**src/rtl/inst_queue.sv**
```systemverilog
// Instruction queue between fetch and rename/dispatch: a circular FIFO of {inst, pc+4}
// entries with a separate occupancy count, flush-to-empty and a sticky overflow flag.
module inst_queue #(
  parameter int unsigned IQ_DEPTH    = 16,
  parameter int unsigned IQ_PTR_BITS = $clog2(IQ_DEPTH)
) (
  input  logic                   clk,
  input  logic                   rst,
  input  logic                   enqueue,
  input  logic [31:0]            inst_in,
  input  logic [31:0]            pc_in,
  input  logic                   dequeue,
  input  logic                   flush,
  output logic [31:0]            inst,
  output logic [31:0]            prog,
  output logic                   is_iqueue_empty,
  output logic                   is_iqueue_full,
  output logic [IQ_PTR_BITS:0]   iq_count,
  output logic                   iq_overflow
);

  localparam logic [IQ_PTR_BITS-1:0] PtrOne    = IQ_PTR_BITS'(1);
  localparam logic [IQ_PTR_BITS:0]   CountOne  = (IQ_PTR_BITS + 1)'(1);
  localparam logic [IQ_PTR_BITS:0]   CountFull = (IQ_PTR_BITS + 1)'(IQ_DEPTH);

  logic [31:0] inst_mem [IQ_DEPTH];
  logic [31:0] prog_mem [IQ_DEPTH];

  logic [IQ_PTR_BITS-1:0] head_q, head_d;
  logic [IQ_PTR_BITS-1:0] tail_q, tail_d;
  logic [IQ_PTR_BITS:0]   count_q, count_d;
  logic                   overflow_q, overflow_d;

  logic enq_acc;
  logic deq_acc;

  assign is_iqueue_empty = (count_q == '0);
  assign is_iqueue_full  = (count_q == CountFull);
  assign iq_count        = count_q;
  assign iq_overflow     = overflow_q;

  assign enq_acc = enqueue && !is_iqueue_full && !flush;
  assign deq_acc = dequeue && !is_iqueue_empty && !flush;

  always_comb begin
    head_d     = head_q;
    tail_d     = tail_q;
    count_d    = count_q;
    overflow_d = overflow_q;

    // Overflow records the attempt itself, so it is independent of flush.
    if (enqueue && is_iqueue_full) begin
      overflow_d = 1'b1;
    end

    if (flush) begin
      head_d  = '0;
      tail_d  = '0;
      count_d = '0;
    end else begin
      if (enq_acc) begin
        tail_d = tail_q + PtrOne;
      end
      if (deq_acc) begin
        head_d = head_q + PtrOne;
      end
      unique case ({enq_acc, deq_acc})
        2'b10:   count_d = count_q + CountOne;
        2'b01:   count_d = count_q - CountOne;
        default: count_d = count_q;
      endcase
    end
  end

  always_ff @(posedge clk) begin
    if (rst) begin
      head_q     <= '0;
      tail_q     <= '0;
      count_q    <= '0;
      overflow_q <= 1'b0;
    end else begin
      head_q     <= head_d;
      tail_q     <= tail_d;
      count_q    <= count_d;
      overflow_q <= overflow_d;
    end
  end

  // Storage is not reset; validity is tracked solely by count_q.
  always_ff @(posedge clk) begin
    if (enq_acc) begin
      inst_mem[tail_q] <= inst_in;
      prog_mem[tail_q] <= pc_in + 32'd4;
    end
  end

  always_comb begin
    inst = 32'h0;
    prog = 32'h0;
    if (!is_iqueue_empty) begin
      inst = inst_mem[head_q];
      prog = prog_mem[head_q];
    end
  end

endmodule

```
**config.mk**
```make
export PLATFORM = sky130hd
export DESIGN_NAME = inst_queue
export DESIGN_NICKNAME = d
export VERILOG_FILES = /design/src/rtl/inst_queue.sv
export SDC_FILE = /design/constraint.sdc
export NUM_CORES = 1
export LEC_CHECK = 0
export CAP_MARGIN = 40
export CORE_ASPECT_RATIO = 2
export CORE_MARGIN = 4
export CORE_UTILIZATION = 50
export CTS_BUF_LIST = sky130_fd_sc_hd__clkbuf_8
export DETAILED_ROUTE_END_ITERATION = 8
export PLACE_DENSITY = 0.69
export SLEW_MARGIN = 20
export SYNTH_ARGS = -nofsm -noshare
export SYNTH_HDL_FRONTEND = slang
export SYNTH_SLANG_ARGS = --single-unit
```
**constraint.sdc**
```tcl
create_clock -name clk -period 11.5 [get_ports clk]
set_clock_uncertainty 0.05 [all_clocks]
set_input_delay 1.725 -clock clk [delete_from_list [all_inputs] [get_ports clk]]
set_output_delay 1.725 -clock clk [all_outputs]
set_load 0.005 [all_outputs]
```
## Yosys cells after proc, flatten, opt, wreduce, memory -nomap -nowiden

Memory sizes are Yosys's and may differ from the RTL's. A register that Yosys moved wholly into a read port is not among the register bits.
Index checks and enable logic that the tools add are counted.

| storage, ports and cells | value |
|---|---|
| register bits | 14 |
| memory bits (writable) | 1024 |
| input port bits | 69 |
| output and inout bits | 72 |
| logic and storage cells | 34 |
| memories | 2 |

Memory list:

| name | depth | bits a word | rd ports | clocked after Yosys merged registers in | write ports | line | RTL |
|---|---|---|---|---|---|---|---|
| inst_mem | 16 | 32 | 1 | 1 | 1 | 26 | `logic [31:0] inst_mem [IQ_DEPTH];` |
| prog_mem | 16 | 32 | 1 | 1 | 1 | 27 | `logic [31:0] prog_mem [IQ_DEPTH];` |

| operators by class | value |
|---|---|
| $add $sub $neg | 5 |
| equality and inequality tests | 3 |
| mux-type cells | 9 |
| reductions and logical operators | 11 |

Operator list:

| operator | count |
|---|---|
| two-way mux 32 bit | 2 |
| adder 32 x 3 -> 32 bit, second input constant | 1 |
| two-way mux 4 bit | 4 |
| one-hot mux 5 bit (2 select lines) | 1 |
| adder 4 x 1 -> 4 bit, second input constant | 2 |
| adder 5 x 1 -> 5 bit, second input constant | 1 |
| == test 5 bit, second input constant | 1 |
| logical AND 1 bit | 5 |
| logical NOT 5 bit | 1 |
| subtractor 5 x 1 -> 5 bit, second input constant | 1 |
| logical NOT 1 bit | 3 |
| == test 2 x 1 -> 1 bit, second input constant | 1 |
| == test 2 bit, second input constant | 1 |
| two-way mux 1 bit | 2 |
| nonzero test 2 bit | 1 |
| OR reduction 2 bit | 1 |

## Depth between registers and ports, before layout

| logic depth | value |
|---|---|
| depth in word-level cells | 6 |
| depth in mapped cells | 13 |
| depth with buffers taken out | 10 |

## Least setup slack after synthesis

Ideal clock, no wire load.

| timing | value |
|---|---|
| path type | in2reg |
| start point | input port flush |
| end point | memory inst_mem[0][0] (enable) |
| library setup time | 0.565 ns |
| data arrival time | 6.768 ns |
| data required time | 10.885 ns |
| setup slack | 4.118 ns |
| cell stages on the path | 4 |
| path buffers | 0 |
| cells stage by stage | nand2b_1 > a21oi_1 > nand2_1 > nor3_1 |

| on the way | value |
|---|---|
| longest elaborated chain between the ends | 4 |

RTL lines:

| element | line | RTL |
|---|---|---|
| start: declaration | 13 | `input logic flush,` |
| logical NOT 1 bit | 42 | `assign enq_acc = enqueue && !is_iqueue_full && !flush;` |
| logical AND 1 bit | 42 |  |
| two-way mux 1 bit | 91 | `if (enq_acc) begin` |
| two-way mux 1 bit (implied by the code) | 92 | `inst_mem[tail_q] <= inst_in;` |
| end: declaration | 26 |  |

Every way passes these cells.

==> flow_summary_export.csv <==
group,metric,value,unit
route,drt_pass1_iterations,5,
final_layout,final_util,0.574,
setup_path,crit_top_cell,"buf_4",
worst_hold_path,whs_endpoint,"iq_overflow",
sta,worst_pin_slew,1.00,ns
sta,finalHoldViolCount,0,
power_and_ir_drop,p_int,5510,µW
sta,final.setup.tns,0,ns
grt,grt_overflow,0,
power_and_ir_drop,sw_frac_of_total,0.203,
cts,htreeDepth,4,
sta,worst_slack,5.10,ns
floorplanning,rows,147,
setup_path,cp_slowest_cell,"dfxtp_4",
sta,rsz0062_at_grt,"no",
floorplanning,coreArea,80200,µm²
sta,min_period_over_period,0.557,
final_layout,drive_above_1_share,0.249,
setup_path,crit_type,"flip-flop to output port",
placement,place_congestion,0.752,
sta,slew_viol_final,0,
synth,asyncSetResetFlopFracSynth,0,
setup_path,critical_path.max_stage_delay,0.75,ns
synth,synth_seq_cells,1042,
cts,cts-root-buf,"clkbuf_8",
grt,grt_pass1_wl,132000,µm
placement,placed_cell_area,43400,µm²
cts,ctsHoldBuffers,0,
setup_path,cp-end-kind,"output port",
setup_path,reg2reg_to,"prog_mem[14][22]",
worst_hold_path,whs_path_depth,2,
setup_path,crit_required,9.73,ns
sta,fmax,156,MHz
power_and_ir_drop,seq_power_share,0.606,
grt,grtUsageTotal,0.208,
power_and_ir_drop,power_density,150,nW/µm²
synth,synth_area_per_cell,22.7,µm²
route,num_vias,19039,
setup_path,cp_cell_sequence,"buf_4, buf_4, mux4_2, mux2i_1, o22ai_1, clkdlybuf4s50_1",
cts,insertion_delay,0.75,ns
synth,ys.flop_type,"edfxtp_1",
floorplanning,die_y,409,µm
route,wirelength,88400,µm
setup_path,start_kind,"flip-flop",
synth,synth_top_area_share,0.763,
power_and_ir_drop,p_sw,1400,µW
setup_path,r2r_slack,7.96,ns
floorplanning,chipWidth,209,µm
synth,synth_fp_nets,1850,
cts,path_clk_slew,0.07,ns
final_layout,areaGrowthSynthToFinish,14.3,%
setup_path,path_delay_family,"buffers and inverters",
power_and_ir_drop,p_comb_frac,0.025,
final_layout,layout.nets,2112,
grt,grt_pass1_vias,20776,
sta,period_needed,6.40,ns
flow_run,maxCapViolCount,0,
synth,synth-edff-count,1024,
route,ant_nets,0,
synth,synthTopCellsByArea,"edfxtp_1, mux4_2, mux2i_1",
cts,cts_setup_buffers,0,
route,drc,0,
route,first_iter_violations,1577,
cts,clkSinkCount,1042,
route,wl_per_cell,27.8,µm
power_and_ir_drop,power.leakage,0.0139,µW
sta,worst_hold_slack,0.447,ns
synth,seq_area_frac_synth,0.772,
cts,cts_buffer_depth,3,
synth,synth.distinct_cells,48,
setup_path,ff2ff_path_depth,6,
synth,yosys.area.top_type,"edfxtp_1",
setup_path,rr_startpoint,"iq_count[2]",
grt,grt_max_degree,125,
run_status,outcome,"finished clean",
worst_hold_path,hold_path_class,"flip-flop to flip-flop",
synth,yosysMostFrequentCell,"edfxtp_1",
placement,place.port_buffers,140,
synth,ys.warnings.count,0,
synth,netlist_instances,1772,
setup_path,crit_buf_inv,3,
power_and_ir_drop,pwr-share-clk,0.369,
synth,ys_top_cells_by_count,"edfxtp_1, mux4_2, mux2i_1",
floorplanning,dieArea,85500,µm²
cts,cts_resized,0,
route,viasPerCell,5.98,
placement,dp_slack,5.84,ns
grt,antenna_found_initial,3,
cts,cts_tree,"built",
final_layout,postLayoutCellArea,46100,µm²
cts,cts_made_buffers,137,
floorplanning,pin_count,141,
sta,setup_viol,0,
setup_path,crit_fanout,40,
floorplanning,initial_core_util,0.502,
synth,syn_area,40300,µm²
sta,relSlewSlack,0.334,
placement,dp_hpwl,47800,µm
worst_hold_path,min_from,"iq_overflow",
power_and_ir_drop,peakVddDrop,117,µV
setup_path,arrival,4.63,ns
-- worst max path at each step --
stage               cells past startpoint  slack [ns]              to
global placement                        6        5.88         prog[2]
finish                                  6        5.10         prog[2]
CTS                                     6        4.95         prog[2]
detailed placement                      6        5.84         prog[2]
global route                            6        4.83         prog[2]
floorplan                               4        4.12  inst_mem[0][0]
-- kinds of logic (layout without fill, tap and decap cells) --
logic type,count (synthesis),in the layout,share of synthesized area
xor gates and xnor gates,35,35,0.00761
AOI/OAI and AO/OA,81,81,0.0132
and+or+nand+nor,111,111,0.0142
adders and majority gates,9,9,0.00279
DFF,1042,1042,0.772
muxes,389,389,0.176
buffers and inverters,105,472,0.0139
other,0,1,0
-- state kept, by name, summed over array words and instances, names as in the netlist, named ones only --
name / count
inst_mem: 512
prog_mem: 512
iq_count: 5
head_q: 4
iq_overflow: 1
tail_q: 4
-- routing by layer --
layer,up-vias,global-route usage,routed length (µm)
li1,8041,-,-
met1,10095,0.270,33800
met2,751,0.363,46700
met3,148,0.0355,5510
met4,4,0.0629,2340
met5,-,0,25
-- power groups by stage --
stage | logic, µW | clock network, µW | registers [µW]
CTS | 177 | 2610 | 4190
global route | 190 | 2780 | 4190
global placement | 163 | 0 | 4270
floorplan | 68.4 | 0 | 4270
detailed placement | 176 | 0 | 4270
finish | 175 | 2550 | 4190
-- stage by stage --
stage,std cells,total power (µW)
2_1_floorplan,1772,4340
6_report,3183,6910
5_1_grt,3183,7160
4_1_cts,3179,6980
3_3_place_gp,2897,4430
3_5_place_dp,2935,4450
-- area by class of cell --
cell class / count / area [µm²]
antenna: 1 / 2.50
clock buffer: 145 / 2000
clock inverter: 99 / 531
fill: 5839 / 34100
inverter: 9 / 33.8
multi-input combinational: 625 / 8760
sequential: 1042 / 31100
tap: 1043 / 1310
timing repair buffer: 219 / 2310
-- layout by cell type (no fill, tap or decap), types with 13 or more instances in the layout --
master           count
nand2_1             13
clkbuf_8           145
inv_1               48
edfxtp_1          1024
xnor2_1             20
clkinv_1            35
nand3_1             18
dfxtp_1             15
nor2_1              23
buf_4               49
mux2i_1            133
o22ai_1             64
mux4_2             256
clkdlybuf4s50_1    140
-- tightest hold or removal path: cells and delay by family (launching register included) --
family	cells	cell delay, ns
AO/OA/AOI/OAI	1	0.05
flip-flops	1	0.34
AND/OR/NAND/NOR	1	0.08
(Power assumes the default switching activity.)
